$ cat config.mk
export PLATFORM = sky130hd
export DESIGN_NAME = operand_issue_ctrl
export DESIGN_NICKNAME = d
export VERILOG_FILES = /design/src/rtl/operand_issue_ctrl.sv
export SDC_FILE = /design/constraint.sdc
export NUM_CORES = 1
export LEC_CHECK = 0
export ABC_AREA = 1
export CAP_MARGIN = 10
export CORE_UTILIZATION = 49
export CTS_BUF_LIST = sky130_fd_sc_hd__clkbuf_8 sky130_fd_sc_hd__clkbuf_16
export CTS_CLUSTER_DIAMETER = 150
export DETAILED_ROUTE_END_ITERATION = 16
export GPL_TIMING_DRIVEN = 0
export HOLD_SLACK_MARGIN = 0.05
export PLACE_DENSITY = 0.91
export SYNTH_ARGS = -nofsm -noshare
export SYNTH_HDL_FRONTEND = slang
export SYNTH_SLANG_ARGS = --single-unit
$ cat constraint.sdc
create_clock -name clk -period 5.05 [get_ports clk]
set_clock_uncertainty 0.1 [all_clocks]
set_input_delay 0.7575 -clock clk [delete_from_list [all_inputs] [get_ports clk]]
set_output_delay 0.7575 -clock clk [all_outputs]
set_load 0.005 [all_outputs]
$ cat src/rtl/operand_issue_ctrl.sv
// ID->EX issue controller: registers operands and controls into EX, forwards
// EX/MEM and MEM/WB results, and inserts load-use / flush bubbles.
module operand_issue_ctrl #(
    parameter int DATA_WID = 16,
    parameter int REG_WID  = 4
) (
    input  logic                clk,
    input  logic                rst,
    input  logic                id_valid,
    input  logic [2:0]          id_alu_src,
    input  logic [REG_WID-1:0]  id_ra,
    input  logic [REG_WID-1:0]  id_rb,
    input  logic                id_store,
    input  logic [REG_WID-1:0]  id_rd,
    input  logic                id_reg_write,
    input  logic                id_mem_read,
    input  logic [DATA_WID-1:0] read_data_A,
    input  logic [DATA_WID-1:0] read_data_B,
    input  logic                flush,
    input  logic                mem_busy,
    input  logic [REG_WID-1:0]  exmem_rd,
    input  logic                exmem_reg_write,
    input  logic [DATA_WID-1:0] exmem_data,
    input  logic [REG_WID-1:0]  memwb_rd,
    input  logic                memwb_reg_write,
    input  logic [DATA_WID-1:0] memwb_data,
    output logic                ex_valid,
    output logic [2:0]          ex_alu_src,
    output logic [DATA_WID-1:0] fwd_data_A,
    output logic [DATA_WID-1:0] fwd_data_B,
    output logic [REG_WID-1:0]  ex_rd,
    output logic                ex_reg_write,
    output logic                ex_mem_read,
    output logic                stall_id,
    output logic [15:0]         stall_cnt
);

    localparam logic [2:0] SRC_NULL  = 3'b000;
    localparam logic [2:0] SRC_R1_R2 = 3'b001;
    localparam logic [2:0] SRC_R1_IM = 3'b010;
    localparam logic [2:0] SRC_R1_NU = 3'b011;
    localparam logic [2:0] SRC_IM_NU = 3'b100;
    localparam logic [2:0] SRC_R2_R1 = 3'b101;

    logic                ex_valid_q, ex_valid_d;
    logic [2:0]          ex_alu_src_q, ex_alu_src_d;
    logic [REG_WID-1:0]  ex_ra_q, ex_ra_d;
    logic [REG_WID-1:0]  ex_rb_q, ex_rb_d;
    logic [REG_WID-1:0]  ex_rd_q, ex_rd_d;
    logic                ex_reg_write_q, ex_reg_write_d;
    logic                ex_mem_read_q, ex_mem_read_d;
    logic [DATA_WID-1:0] ex_data_a_q, ex_data_a_d;
    logic [DATA_WID-1:0] ex_data_b_q, ex_data_b_d;
    logic [15:0]         stall_cnt_q, stall_cnt_d;

    logic                uses_a, uses_b, lu;
    logic [2:0]          id_src_norm;
    logic [DATA_WID-1:0] id_data_a, id_data_b;

    // Decode operand use; 110/111 behave as null and register as 000.
    always_comb begin
        uses_a      = 1'b0;
        uses_b      = id_store;
        id_src_norm = SRC_NULL;
        case (id_alu_src)
            SRC_R1_R2: begin uses_a = 1'b1; uses_b = 1'b1; id_src_norm = SRC_R1_R2; end
            SRC_R1_IM: begin uses_a = 1'b1; id_src_norm = SRC_R1_IM; end
            SRC_R1_NU: begin uses_a = 1'b1; id_src_norm = SRC_R1_NU; end
            SRC_IM_NU: id_src_norm = SRC_IM_NU;
            SRC_R2_R1: begin uses_a = 1'b1; uses_b = 1'b1; id_src_norm = SRC_R2_R1; end
            default:   id_src_norm = SRC_NULL;
        endcase
    end

    always_comb begin
        lu = id_valid & ex_valid_q & ex_mem_read_q & ex_reg_write_q &
             ((uses_a & (id_ra == ex_rd_q)) | (uses_b & (id_rb == ex_rd_q)));
        stall_id = mem_busy | lu;
    end

    // Writeback in the same cycle as ID read: take the value being written.
    always_comb begin
        id_data_a = (memwb_reg_write && memwb_rd == id_ra) ? memwb_data : read_data_A;
        id_data_b = (memwb_reg_write && memwb_rd == id_rb) ? memwb_data : read_data_B;
    end

    always_comb begin
        ex_valid_d     = ex_valid_q;
        ex_alu_src_d   = ex_alu_src_q;
        ex_ra_d        = ex_ra_q;
        ex_rb_d        = ex_rb_q;
        ex_rd_d        = ex_rd_q;
        ex_reg_write_d = ex_reg_write_q;
        ex_mem_read_d  = ex_mem_read_q;
        ex_data_a_d    = ex_data_a_q;
        ex_data_b_d    = ex_data_b_q;
        stall_cnt_d    = stall_cnt_q;
        if (!mem_busy) begin
            if (flush || lu) begin
                ex_valid_d     = 1'b0;
                ex_alu_src_d   = SRC_NULL;
                ex_reg_write_d = 1'b0;
                ex_mem_read_d  = 1'b0;
                // A flush bubble is not a load-use stall, even when both coincide.
                if (!flush && stall_cnt_q != 16'hFFFF) begin
                    stall_cnt_d = stall_cnt_q + 16'd1;
                end
            end else begin
                ex_valid_d     = id_valid;
                ex_alu_src_d   = id_valid ? id_src_norm : SRC_NULL;
                ex_ra_d        = id_ra;
                ex_rb_d        = id_rb;
                ex_rd_d        = id_rd;
                ex_reg_write_d = id_valid & id_reg_write;
                ex_mem_read_d  = id_valid & id_mem_read;
                ex_data_a_d    = id_data_a;
                ex_data_b_d    = id_data_b;
            end
        end
    end

    always_ff @(posedge clk or negedge rst) begin
        if (!rst) begin
            ex_valid_q     <= 1'b0;
            ex_alu_src_q   <= SRC_NULL;
            ex_ra_q        <= '0;
            ex_rb_q        <= '0;
            ex_rd_q        <= '0;
            ex_reg_write_q <= 1'b0;
            ex_mem_read_q  <= 1'b0;
            ex_data_a_q    <= '0;
            ex_data_b_q    <= '0;
            stall_cnt_q    <= '0;
        end else begin
            ex_valid_q     <= ex_valid_d;
            ex_alu_src_q   <= ex_alu_src_d;
            ex_ra_q        <= ex_ra_d;
            ex_rb_q        <= ex_rb_d;
            ex_rd_q        <= ex_rd_d;
            ex_reg_write_q <= ex_reg_write_d;
            ex_mem_read_q  <= ex_mem_read_d;
            ex_data_a_q    <= ex_data_a_d;
            ex_data_b_q    <= ex_data_b_d;
            stall_cnt_q    <= stall_cnt_d;
        end
    end

    // EX/MEM is younger than MEM/WB, so it wins; bubbles are forwarded too.
    always_comb begin
        if (exmem_reg_write && exmem_rd == ex_ra_q)      fwd_data_A = exmem_data;
        else if (memwb_reg_write && memwb_rd == ex_ra_q) fwd_data_A = memwb_data;
        else                                             fwd_data_A = ex_data_a_q;
        if (exmem_reg_write && exmem_rd == ex_rb_q)      fwd_data_B = exmem_data;
        else if (memwb_reg_write && memwb_rd == ex_rb_q) fwd_data_B = memwb_data;
        else                                             fwd_data_B = ex_data_b_q;
    end

    assign ex_valid     = ex_valid_q;
    assign ex_alu_src   = ex_alu_src_q;
    assign ex_rd        = ex_rd_q;
    assign ex_reg_write = ex_reg_write_q;
    assign ex_mem_read  = ex_mem_read_q;
    assign stall_cnt    = stall_cnt_q;

endmodule

Word level (Yosys, flattened, before mapping) --
Cells that the tools add are included.
Word-level totals: bits in writable memories 0, output and inout port bits 59, latch bits 0, flip-flop bits (word level) 66, input bits 97, memories kept 0, bits in read-only memories 0, word-level logic and storage cells 64
Cells by class: reduce and logical (&&, ||, !) cells 13, eq/ne operators 14, divide/modulo/power cells 0, $add $sub $neg 1, shift operators 0, multipliers 0, multiplexer cells 14, bitwise gates (word level) 12, magnitude comparators 0
Operator list (number):
- $mux 16 | 6
- $eq 4x4->1 | 8
- $add 16x1->16 const B | 1
- $ne 16x16->1 const B | 1
- $pmux 3 s5 | 1
- $and 1x1->1 | 8
- $logic_and 1x1->1 | 7
- $eq 3x2->1 const B | 2
- $eq 3x3->1 const B | 2
- $mux 3 | 2
- $mux 1 | 5
- $reduce_or 4->1 | 1
- $eq 3x1->1 const B | 1
- $reduce_and 3->1 | 1
- $not 1->1 | 2
- $or 1x1->1 | 2
- $reduce_and 2->1 | 1
- $reduce_or 2->1 | 1
- $logic_not 1->1 | 1
- $logic_or 1x1->1 | 1

Longest topological paths before layout --
word-level depth 9, depth in mapped cells 13, depth with buffers taken out 12

Worst setup path before layout --
No wires, ideal clock.
path kind input -> output, from input port memwb_rd[3], to output port fwd_data_A[10], path slack 2.584 ns, stages 8, required time 4.193 ns, arrival time 1.609 ns, cell sequence inv_1 > o21ai_0 > nor2_1 > nand4_1 > clkbuf_2 > o21ai_0 > nand2_1 > o21ai_0
On the way: longest elaborated chain between the ends 4
RTL lines:
- from (decl) | line 24 | input logic [REG_WID-1:0] memwb_rd,
- $eq 4x4->1 | line 151 | else if (memwb_reg_write && memwb_rd == ex_ra_q) fwd_data_A = memwb_data;
- $logic_and 1x1->1 | line 151
- $mux 16 | line 151
- $mux 16 | line 150 | if (exmem_reg_write && exmem_rd == ex_ra_q) fwd_data_A = exmem_data;
- to (decl) | line 29 | output logic [DATA_WID-1:0] fwd_data_A,
Every way passes these cells.

Worst setup path in the final report --
from input port memwb_rd[0], to output port fwd_data_B[14]
On the way: longest elaborated chain between the ends 4
RTL lines:
- $eq 4x4->1 | line 154 | else if (memwb_reg_write && memwb_rd == ex_rb_q) fwd_data_B = memwb_data;
- $logic_and 1x1->1 | line 154
- $mux 16 | line 154
- $mux 16 | line 153 | if (exmem_reg_write && exmem_rd == ex_rb_q) fwd_data_B = exmem_data;
- to (decl) | line 30 | output logic [DATA_WID-1:0] fwd_data_B,
Every way passes these cells.

==> results.sh <==
export IMPL_outcome="completed"
export IMPL_grt_first_pass_wirelength_um=25000
export IMPL_grt_start_max_net_pins=67
export IMPL_dpl_cell_count=935
export IMPL_maxSlewHeadroom_pct=44.3
export IMPL_globalRouteTotalUtil_pct=32.6
export IMPL_seq_power_share_pct=39.9
export IMPL_floorplan_initialDensity_pct=50.6
export IMPL_setup_viol_count_final=0
export IMPL_max_cap_violations=0
export IMPL_worst_setup_path_type="in -> out"
export IMPL_placeableCoreArea_um2=8720
export IMPL_count_of_pins_on_the_block_boundary=156
export IMPL_antenna_found_initial=0
export IMPL_worstMarginPinSlew_ns=0.835
export IMPL_clk_pin_slew_worst_paths_ns=0.07
export IMPL_detailed_place_hpwl_um=11200
export IMPL_post_layout_nonfiller_instances=949
export IMPL_num_antenna_cells=0
export IMPL_finalWeightedCongestion=1.02
export IMPL_cp_arrival_ns=3.10
export IMPL_comb_power_share_pct=32.6
export IMPL_die_width_um=96.9
export IMPL_p_int_mw=1.12
export IMPL_num_nets_final=936
export IMPL_largest_family_of_logic_cells_by_synthesized_area="simple AND/OR/NAND/NOR gates"
export IMPL_worst_path_max_fanout=10
export IMPL_slew_violations=0
export IMPL_site_row_count=34
export IMPL_relative_area_change_from_synthesis_to_final_layout_pct=42.5
export IMPL_multi_input_comb_area_um2=2300
export IMPL_postCtsResizedCells=0
export IMPL_post_route_drc_count=0
export IMPL_netlist_area_um2=4410
export IMPL_timing_hold_violations_final=0
export IMPL_cts_htree_levels=3
export IMPL_numPortBuffers=155
export IMPL_die_height_um=96.9
export IMPL_fmaxAchievable_ghz=0.253
export IMPL_ys_warn_count=0
export IMPL_avgViaCountPerCell=5.68
export IMPL_worst_case_clock_buffer_depth=2
export IMPL_dr_total_vias=5386
export IMPL_fillCellCount=666
export IMPL_max_ir_drop_vdd_v=0.000221
export IMPL_worstPathRequired_ns=4.19
export IMPL_synthSimpleGateAreaFrac_pct=30.0
export IMPL_cts_inserted_buffers=9
export IMPL_fraction_of_the_cycle_the_final_worst_path_needs_pct=78.3
export IMPL_cts_root_buf="clkbuf_8"
export IMPL_cts_hold_buf=0
export IMPL_cts_sink_count=66
export IMPL_post_synth_mux_area_share_pct=0
export IMPL_crit_path_start_kind="input pin"
export IMPL_grt_remaining_overflow=0
export IMPL_power_leakage_nw=2.97
export IMPL_min_delay_path_class="reg -> reg"
export IMPL_tns_ns=0
export IMPL_clk_latency_ns=0.34
export IMPL_min_cycle_time_layout_ns=3.96
export IMPL_netSwitchingFraction_pct=31.0
export IMPL_die_area_um2=9390
export IMPL_rsz0062_at_grt="no"
export IMPL_vias_in_the_first_global_route=5276
export IMPL_detail_route_wirelength_um=14800
export IMPL_cp_end_kind="output port"
export IMPL_pwr_density_cell_nw_per_um2=258
export IMPL_xor_xnor_share_of_the_synthesized_area_pct=3.57
export IMPL_drt_iter0_drc=513
export IMPL_routedWlPerCell_um=15.6
export IMPL_synth_compound_area_share_pct=18.2
export IMPL_syn_instance_count=672
export IMPL_detail_route_first_pass_iterations=8
export IMPL_yosys_cell_types_count=26
export IMPL_power_switching_mw=0.503
export IMPL_post_cts_setup_buffers=0
export IMPL_syn_num_nets=770
export IMPL_tritoncts="built"
export IMPL_final_antenna_net_count=0
export IMPL_synth_fa_ha_area_share_pct=0.284
export IMPL_area_sequential_um2=1650
export IMPL_synth_area_per_cell_um2=6.57
export IMPL_fraction_of_final_layout_cells_sized_beyond_drive_strength_1_pct=6.18
export IMPL_sequential_area_share_after_synthesis_pct=37.4
export IMPL_synth_ff_latch_count=66
export IMPL_pwr_share_clk_pct=27.6
==> cell families (layout without fill, tap and decap cells) <==
| group | count (synthesis) | count (layout) |
|---|---|---|
| flops | 66 | 66 |
| compound gates | 156 | 156 |
| fa+ha+maj | 1 | 1 |
| xor+xnor | 18 | 18 |
| simple gates | 322 | 322 |
| buf+inv | 109 | 278 |
==> synthesized netlist by cell type (all sizes together) <==
library cell	n	share of area [%]
clkbuf	12	1.1
o21ai	152	18
dfrtp	66	37
o22ai	4	0.57
inv	76	6.5
nand3	19	2.6
nand3b	1	0.17
xor2	10	2.0
nand4	20	2.8
nor2	40	3.6
nand2	236	20
ha	1	0.28
nor3	5	0.57
xnor2	8	1.6
and2	1	0.14
buf	21	2.9
==> sequential cells by signal, indices dropped and copies added (netlist names), 3 cells and up <==
| register | flops |
|---|---|
| ex_ra_q | 4 |
| ex_data_a_q | 16 |
| ex_rd | 4 |
| ex_rb_q | 4 |
| ex_alu_src | 3 |
| ex_data_b_q | 16 |
| stall_cnt | 16 |
==> path summary, 6_finish.rpt <==
| kind | startpoint | to | slack (ns) | cells past startpoint |
|---|---|---|---|---|
| worst max-delay path | memwb_rd[0] | fwd_data_B[14] | 1.09 | 11 |
| worst min-delay path | ex_alu_src[0]$_DFFE_PN0N_ | ex_alu_src[0]$_DFFE_PN0N_ | 0.38 | 2 |
| worst max register to register | stall_cnt[0]$_DFFE_PN0P_ | stall_cnt[15]$_DFFE_PN0P_ | 3.07 | 12 |
| worst min register to register | ex_alu_src[0]$_DFFE_PN0N_ | ex_alu_src[0]$_DFFE_PN0N_ | 0.38 | 2 |
| max in group asynchronous | rst | ex_ra_q[2]$_DFFE_PN0P_ | 3.89 | 1 |
| min in group asynchronous | rst | ex_data_a_q[8]$_DFFE_PN0P_ | 0.39 | 1 |
==> per-stage QoR <==
stage / utilization (%) / total power, mW / hold WS (ns) / worst slack (ns) / area [um^2]
final: 72.1 / 1.62 / 0.376 / 1.09 / 6290
after global routing: 72.1 / 1.70 / 0.416 / 0.951 / 6290
after CTS: 72.1 / 1.61 / 0.384 / 1.16 / 6290
after detailed placement: 69.9 / 1.17 / 0.365 / 1.17 / 6100
after global placement: 69.9 / 1.15 / 0.366 / 1.00 / 6100
after floorplan: - / 0.873 / 0.353 / 2.58 / 4410
==> cell type report <==
cell class | count | share of cell area [%]
clock buffers | 11 | 2.41
clock inverters | 3 | 0.637
flip-flops and latches | 66 | 26.3
repair buffers | 155 | 24.6
inverters | 76 | 4.54
plain buffers | 33 | 2.81
multi-input cells | 497 | 36.6
well taps | 108 | 2.15
==> critical path, cell delays in order <==
cell,delay (ns)
clkdlybuf4s50_1,0.56
inv_1,0.12
o22ai_1,0.19
nor2_1,0.07
nand3b_1,0.18
buf_2,0.28
nand2_1,0.08
o21ai_0,0.09
nand2_1,0.12
o21ai_0,0.13
clkdlybuf4s50_1,0.53
==> layout by cell type, fill, tap and decap left out, types with 11 or more instances in the layout <==
master and n:
o21ai_0 128, inv_1 74, o21ai_1 19, clkdlybuf4s50_1 154, clkbuf_8 11, buf_2 16, nor2_1 37, dfrtp_1 66
nand4_1 20, nand3_1 17, nand2_1 234
==> power by group through the flow <==
stage / registers [mW] / logic [mW] / clock network [mW]
after global routing: 0.655 / 0.578 / 0.471
after global placement: 0.651 / 0.504 / 0
after floorplan: 0.643 / 0.230 / 0
after detailed placement: 0.654 / 0.519 / 0
final: 0.647 / 0.528 / 0.447
after CTS: 0.645 / 0.524 / 0.443
==> per-layer routing <==
layer | part of all wire [%] | track usage [%] | up-vias
li1 | - | - | 2480
met1 | 37 | 39.2 | 2447
met2 | 47 | 54.7 | 383
met3 | 11 | 7.37 | 76
met4 | 4.4 | 16.9 | 0
met5 | 0 | 0 | -
(Power assumes the default switching activity.)
